<file path="config.mk">
export PLATFORM = sky130hd
export DESIGN_NAME = serial_adder
export DESIGN_NICKNAME = d
export VERILOG_FILES = /design/src/rtl/serial_adder.sv
export SDC_FILE = /design/constraint.sdc
export NUM_CORES = 1
export LEC_CHECK = 0
export ABC_AREA = 1
export CORE_MARGIN = 2
export CORE_UTILIZATION = 56
export CTS_CLUSTER_DIAMETER = 80
export DETAILED_ROUTE_END_ITERATION = 8
export PLACE_DENSITY = 0.83
export SLEW_MARGIN = 20
export SYNTH_ARGS = -nofsm -noshare
export SYNTH_HDL_FRONTEND = slang
export SYNTH_SLANG_ARGS = --single-unit
</file>
<file path="constraint.sdc">
create_clock -name CLK -period 3.49 [get_ports CLK]
set_clock_uncertainty 0.15 [all_clocks]
set_input_delay 0.698 -clock CLK [delete_from_list [all_inputs] [get_ports CLK]]
set_output_delay 0.698 -clock CLK [all_outputs]
set_load 0.02 [all_outputs]
</file>
<file path="src/rtl/serial_adder.sv">
// Bit-serial adder: latches A/B/CIN and adds one bit per clock, LSB first, through a full adder built from two half adders.
// Optional two's-complement overflow output OVF is enabled by defining SERIAL_ADDER_OVF_EN.

module half_adder (
    input  logic x,
    input  logic y,
    output logic s,
    output logic c
);
    assign s = x ^ y;
    assign c = x & y;
endmodule

module serial_adder #(
    parameter int WIDTH = 8
) (
    input  logic             CLK,
    input  logic             RST,
    input  logic             START,
    input  logic [WIDTH-1:0] A,
    input  logic [WIDTH-1:0] B,
    input  logic             CIN,
    output logic             BUSY,
    output logic             DONE,
    output logic [WIDTH-1:0] SUM,
`ifdef SERIAL_ADDER_OVF_EN
    output logic             COUT,
    output logic             OVF
`else
    output logic             COUT
`endif
);
    localparam int CW = $clog2(WIDTH);

    typedef enum logic [1:0] {IDLE, SHIFT, FIN} state_t;

    state_t           state_reg, state_next;
    logic [WIDTH-1:0] a_sr_reg, b_sr_reg;
    logic [WIDTH-1:1] r_sr_reg;
    logic             c_reg;
    logic [CW-1:0]    cnt_reg;

    logic             p, g, s, t, c, last;
    logic [WIDTH-1:0] r_sr_next;

    half_adder ha_ab (.x(a_sr_reg[0]), .y(b_sr_reg[0]), .s(p), .c(g));
    half_adder ha_pc (.x(p),           .y(c_reg),       .s(s), .c(t));

    assign c    = g | t;
    assign last = (cnt_reg == CW'(WIDTH - 1));
    // Bit 0 of the shifted-in result falls straight into SUM; only the upper bits are retained.
    assign r_sr_next = {s, r_sr_reg};

    always_ff @(posedge CLK or posedge RST) begin
        if (RST) state_reg <= IDLE;
        else     state_reg <= state_next;
    end

    always_comb begin
        state_next = state_reg;
        case (state_reg)
            IDLE:    if (START) state_next = SHIFT;
            SHIFT:   if (last)  state_next = FIN;
            FIN:     state_next = IDLE;
            default: state_next = IDLE;
        endcase
    end

    always_comb begin
        BUSY = (state_reg == SHIFT);
        DONE = (state_reg == FIN);
    end

    always_ff @(posedge CLK or posedge RST) begin
        if (RST) begin
            a_sr_reg <= '0;
            b_sr_reg <= '0;
            r_sr_reg <= '0;
            c_reg    <= 1'b0;
            cnt_reg  <= '0;
            SUM      <= '0;
            COUT     <= 1'b0;
`ifdef SERIAL_ADDER_OVF_EN
            OVF      <= 1'b0;
`endif
        end else begin
            case (state_reg)
                IDLE: if (START) begin
                    a_sr_reg <= A;
                    b_sr_reg <= B;
                    c_reg    <= CIN;
                    cnt_reg  <= '0;
                end
                SHIFT: begin
                    a_sr_reg <= {1'b0, a_sr_reg[WIDTH-1:1]};
                    b_sr_reg <= {1'b0, b_sr_reg[WIDTH-1:1]};
                    r_sr_reg <= r_sr_next[WIDTH-1:1];
                    c_reg    <= c;
                    cnt_reg  <= cnt_reg + 1'b1;
                    if (last) begin
                        SUM  <= r_sr_next;
                        COUT <= c;
`ifdef SERIAL_ADDER_OVF_EN
                        // c_reg is the carry into the MSB on the final bit.
                        OVF  <= c_reg ^ c;
`endif
                    end
                end
                default: ;
            endcase
        end
    end
endmodule

</file>
; Word level (Yosys, flattened, before mapping)
; Cells that the tools add are included.
[word_totals]
ff_bits = 38
latch_bits = 0
ramBits = 0
rom_bits = 0
inputBits = 20
out_inout_bits = 11
elab_cells = 35
memories = 0
[op_classes]
add_sub_neg = 1
n_mul = 0
n_div = 0
n_lt_le_gt_ge = 0
n_eq_ne = 5
shifts = 0
muxes = 11
bitwise_logic = 5
n_reduce_logical = 5
[op_table]
columns = operator, count
row1 = 8-bit case mux with 2 select lines, 2
row2 = 8-bit 2-to-1 mux, 2
row3 = 3-bit case mux with 2 select lines, 1
row4 = 2-bit AND reduction, 3
row5 = 2-bit 2-to-1 mux, 2
row6 = 2-bit case mux with 2 select lines, 1
row7 = "3-bit by 1-bit adder with 3-bit output, second input constant", 1
row8 = "3-bit == test, second input constant", 1
row9 = 3-bit 2-to-1 mux, 1
row10 = 1-bit bitwise AND, 2
row11 = "2-bit by 1-bit == test with 1-bit output, second input constant", 1
row12 = "2-bit == test, second input constant", 1
row13 = 2-bit zero test, 1
row14 = "2-bit by 1-bit inequality test with 1-bit output, second input constant", 1
row15 = "2-bit inequality test, second input constant", 1
row16 = 1-bit case mux with 2 select lines, 1
row17 = 2-bit nonzero test, 1
row18 = 1-bit XOR, 2
row19 = 1-bit 2-to-1 mux, 1
row20 = 1-bit OR, 1

; Longest topological paths before layout
[depth]
word_depth = 4
depth_mapped = 7
ltp_nobuf = 6

; By module
; A second synthesis with hierarchy kept.
[hier_totals]
cells_unflattened = 223
hier_area_um2 = 1831.8
[by_module_without_submodules]
columns = mod, n_inst, cells_per_inst, area_each_um2, seq_area_each_um2
row1 = serial_adder, 1, 221, 1806.7, 950.9
row2 = half_adder, 2, 1, 12.5, 0.0

; Least setup slack after synthesis
; OpenSTA, ideal clock, no wires.
[synth_timing]
kind = register -> output
from = register state_reg[1]
to = output port DONE
arrival_time_ns = 1.022
t_required_ns = 2.642
slack_ns = 1.620
stages_incl_launch_ff = 5
n_path_buf = 2
cell_sequence = dfrtp_1 inv_1 buf_6 buf_2 nor2_1
[synth_between]
elab_chain_cells = 1
[synth_lines]
columns = item, line_no
row1 = from (decl), 37  ; state_t state_reg, state_next;
row2 = from (signal assigned), 56  ; else state_reg <= state_next;
row3 = 2-bit == test, 71  ; DONE = (state_reg == FIN);
row4 = to (decl), 24  ; output logic DONE,
; Every way passes these cells.

; Final worst setup path
[layout_timing]
from = register state_reg[0]
to = output port BUSY
[layout_between]
elab_chain_cells = 1
[layout_lines]
columns = item, line_no
row1 = 2-bit by 1-bit == test with 1-bit output, 70  ; BUSY = (state_reg == SHIFT);
row2 = to (decl), 23  ; output logic BUSY,
; Every way passes these cells.

==> reports/qor.tcl <==
set qor(drtIter0Drc) 45
set qor(clkTransAtPathRegs_ns) 0.10
set qor(global_route.usage.total_pct) 20.56
set qor(pin_count) 31
set qor(critPathCaptureType) {output pin}
set qor(timing.critical_path.from_type) {flop}
set qor(asyncSetResetFlopFracSynth_pct) 100.0
set qor(drv_cap) 0
set qor(max-clock-path-buffers) 2
set qor(timing.hold.worst.class) {flop to flop}
set qor(ys_top_cells_by_count) {sky130_fd_sc_hd__nand2_1, sky130_fd_sc_hd__inv_1, sky130_fd_sc_hd__dfrtp_1, sky130_fd_sc_hd__nand3_1, sky130_fd_sc_hd__o21ai_0}
set qor(routed_via_density) 4.792
set qor(timing_worst_setup_path_type) {flop to output pin}
set qor(drt-wirelength-per-cell_microns) 10.97
set qor(detailed_place.area_sq_um) 2151
set qor(antenna_cells) 0
set qor(io_buffers) 30
set qor(cts_hold_repair.buffers) 0
set qor(placementRows) 20
set qor(synth.net_count) 246
set qor(synth.yosys.warnings) 0
set qor(floorplan.die.width_microns) 61.53
set qor(via_count) 1428
set qor(cellLeakagePower_nw) 1.187
set qor(final_area_sq_um) 2230
set qor(start_util_pct) 59.72
set qor(post_cts_buffers) 0
set qor(yosys.cell_count.top_type) {sky130_fd_sc_hd__nand2_1}
set qor(setup_violations) 0
set qor(final-hold-violation-count) 0
set qor(setup_repair_after_global_routing_missed_its_margin) {false}
set qor(totalNegativeSetupSlack_ns) 0
set qor(worst_case_setup_margin_in_the_final_layout_ns) 0.6129
set qor(cts_resized) 0
set qor(yosys.area.top_type_share_pct) 51.32
set qor(timing.hold.ws_ns) 0.3387
set qor(tritoncts) {built}
set qor(layout-area-overhead-vs-synth_pct) 20.32
set qor(p_per_area_nw_per_um2) 863.6
set qor(fin_nets) 276
set qor(gpl.final_weighted_congestion) 0.7619
set qor(design.die.area_sq_um) 3785
set qor(number_of_antenna_violations_at_the_first_check_in_global_routing) 0
set qor(ys_seq_area_share_pct) 51.32
set qor(synth_enable_flop_cells) 0
set qor(ys_seq_elements) 38
set qor(post-route-period-util_pct) 82.44
set qor(netlist_area_sq_um) 1853
set qor(placeableCoreArea_sq_um) 3103
set qor(clockRootBuffer) {sky130_fd_sc_hd__clkbuf_4}
set qor(first_pass_iters) 4
set qor(htreeDepth) 2
set qor(run_status) {finished clean}
set qor(critical_path_rt_ns) 2.64
set qor(syn-mean-instance-area_sq_um) 8.310
set qor(synth_top_area_cell) {sky130_fd_sc_hd__dfrtp_1}
set qor(global_route.overflow_total) 0
set qor(ir_worst_vdd_v) 0.0005236
set qor(antenna_violating_nets_post_route) 0
set qor(cts_buffers) 5
set qor(period_needed_ns) 2.877
set qor(worstSkewPairLatency_ns) 0.34
set qor(die_height_microns) 61.53
set qor(dp_hpwl_microns) 2159
set qor(timing.final.max_slew_violations) 0
set qor(final_layout_size_suffix_gt1_share_pct) 10.24
set qor(netlist-cell-type-count) 18
set qor(worst_slew_pin_slew_ns) 0.7027
set qor(largest_net_degree_at_the_start_of_global_routing) 39
set qor(grt_first_pass_wirelength_microns) 5623
set qor(netlist_top_cells_area) {sky130_fd_sc_hd__dfrtp_1, sky130_fd_sc_hd__nand2_1, sky130_fd_sc_hd__inv_1}
set qor(synthesis.instances) 223
set qor(max_slew_margin_pct) 53.15
set qor(worst-endpoint-arrival_ns) 2.03
set qor(worstPathMaxFanout) 19
set qor(finalWirelength_microns) 3268
set qor(max_clock_freq_ghz) 0.3476
set qor(grt_pass1_vias) 1328
set qor(post-place-ws_ns) 1.010
set qor(drc) 0
set qor(synth_flop_cell) {sky130_fd_sc_hd__dfrtp_1}
set qor(tritoncts_num_sinks) 38
-- worst max-delay path: stages, from the launching register on --
cell and delay (ns):
sky130_fd_sc_hd__dfrtp_1 0.81, sky130_fd_sc_hd__inv_4 0.07, sky130_fd_sc_hd__nor2_4 0.18, sky130_fd_sc_hd__clkdlybuf4s50_1 0.63
-- cells by family (layout without fill, tap and decap cells) --
kind of cell | count (synthesis) | in the layout | synth area share, %
and+or+nand+nor | 109 | 109 | 25.25
buffers and inverters | 53 | 84 | 13.17
DFF | 38 | 38 | 51.32
adders and majority gates | 3 | 3 | 2.431
AOI/OAI and AO/OA | 20 | 20 | 7.833
-- placed cells by master, fill, tap and decap left out --
master                            instances
sky130_fd_sc_hd__nand2_1                 72
sky130_fd_sc_hd__inv_1                   42
sky130_fd_sc_hd__dfrtp_1                 38
sky130_fd_sc_hd__nand3_1                 31
sky130_fd_sc_hd__clkdlybuf4s50_1         30
sky130_fd_sc_hd__o21ai_0                 10
sky130_fd_sc_hd__o21ai_2                  8
sky130_fd_sc_hd__clkbuf_4                 5
sky130_fd_sc_hd__clkbuf_8                 3
sky130_fd_sc_hd__buf_4                    3
sky130_fd_sc_hd__nand2_2                  2
sky130_fd_sc_hd__nor2_1                   2
sky130_fd_sc_hd__ha_1                     2
sky130_fd_sc_hd__o21ai_4                  1
sky130_fd_sc_hd__inv_4                    1
sky130_fd_sc_hd__nor2_4                   1
sky130_fd_sc_hd__nand2_4                  1
sky130_fd_sc_hd__a21oi_2                  1
sky130_fd_sc_hd__fa_1                     1
-- worst paths after layout --
| check | from | slack [ns] | end | depth (start not counted) |
|---|---|---|---|---|
| worst max-delay path | state_reg[0] | 0.61 | BUSY | 3 |
| worst min-delay path | a_sr_reg[1] | 0.34 | a_sr_reg[1] | 2 |
| worst max register to register | state_reg[0] | 1.73 | a_sr_reg[5] | 5 |
| worst min register to register | a_sr_reg[1] | 0.34 | a_sr_reg[1] | 2 |
| max in group asynchronous | RST | 2.27 | a_sr_reg[5] | 3 |
| min in group asynchronous | RST | 0.60 | SUM[4] | 3 |
-- stage by stage --
step           power, mW  util [%]  cells
4_1_cts            1.940     71.85    298
5_1_grt            2.117     71.85    298
6_report           1.926     71.85    298
3_3_place_gp       1.626     69.31    290
2_1_floorplan      1.433         -    223
3_5_place_dp       1.660     69.31    290
-- area by class of cell --
type / count / area, sq um
Sequential cell: 38 / 950.9
Fill cell: 261 / 873.3
Multi-Input combinational cell: 132 / 658.1
Timing Repair Buffer: 33 / 322.8
Inverter: 43 / 163.9
Clock buffer: 8 / 78.83
Tap cell: 44 / 55.05
-- per-layer routing --
layer,global-route usage [%],vias up,wire (microns)
met1,27.22,666,1537
met5,0,-,0
met4,10.64,0,60
li1,-,730,-
met2,31.88,27,1555
met3,4.412,5,114
-- power by group --
group	internal, mW	switching [mW]	total [mW]
logic	0.357	0.501	0.859
registers	0.647	0.143	0.791
clock network	0.138	0.139	0.276
total	1.14	0.783	1.93
Note: power is estimated with default switching activity, not from simulation.
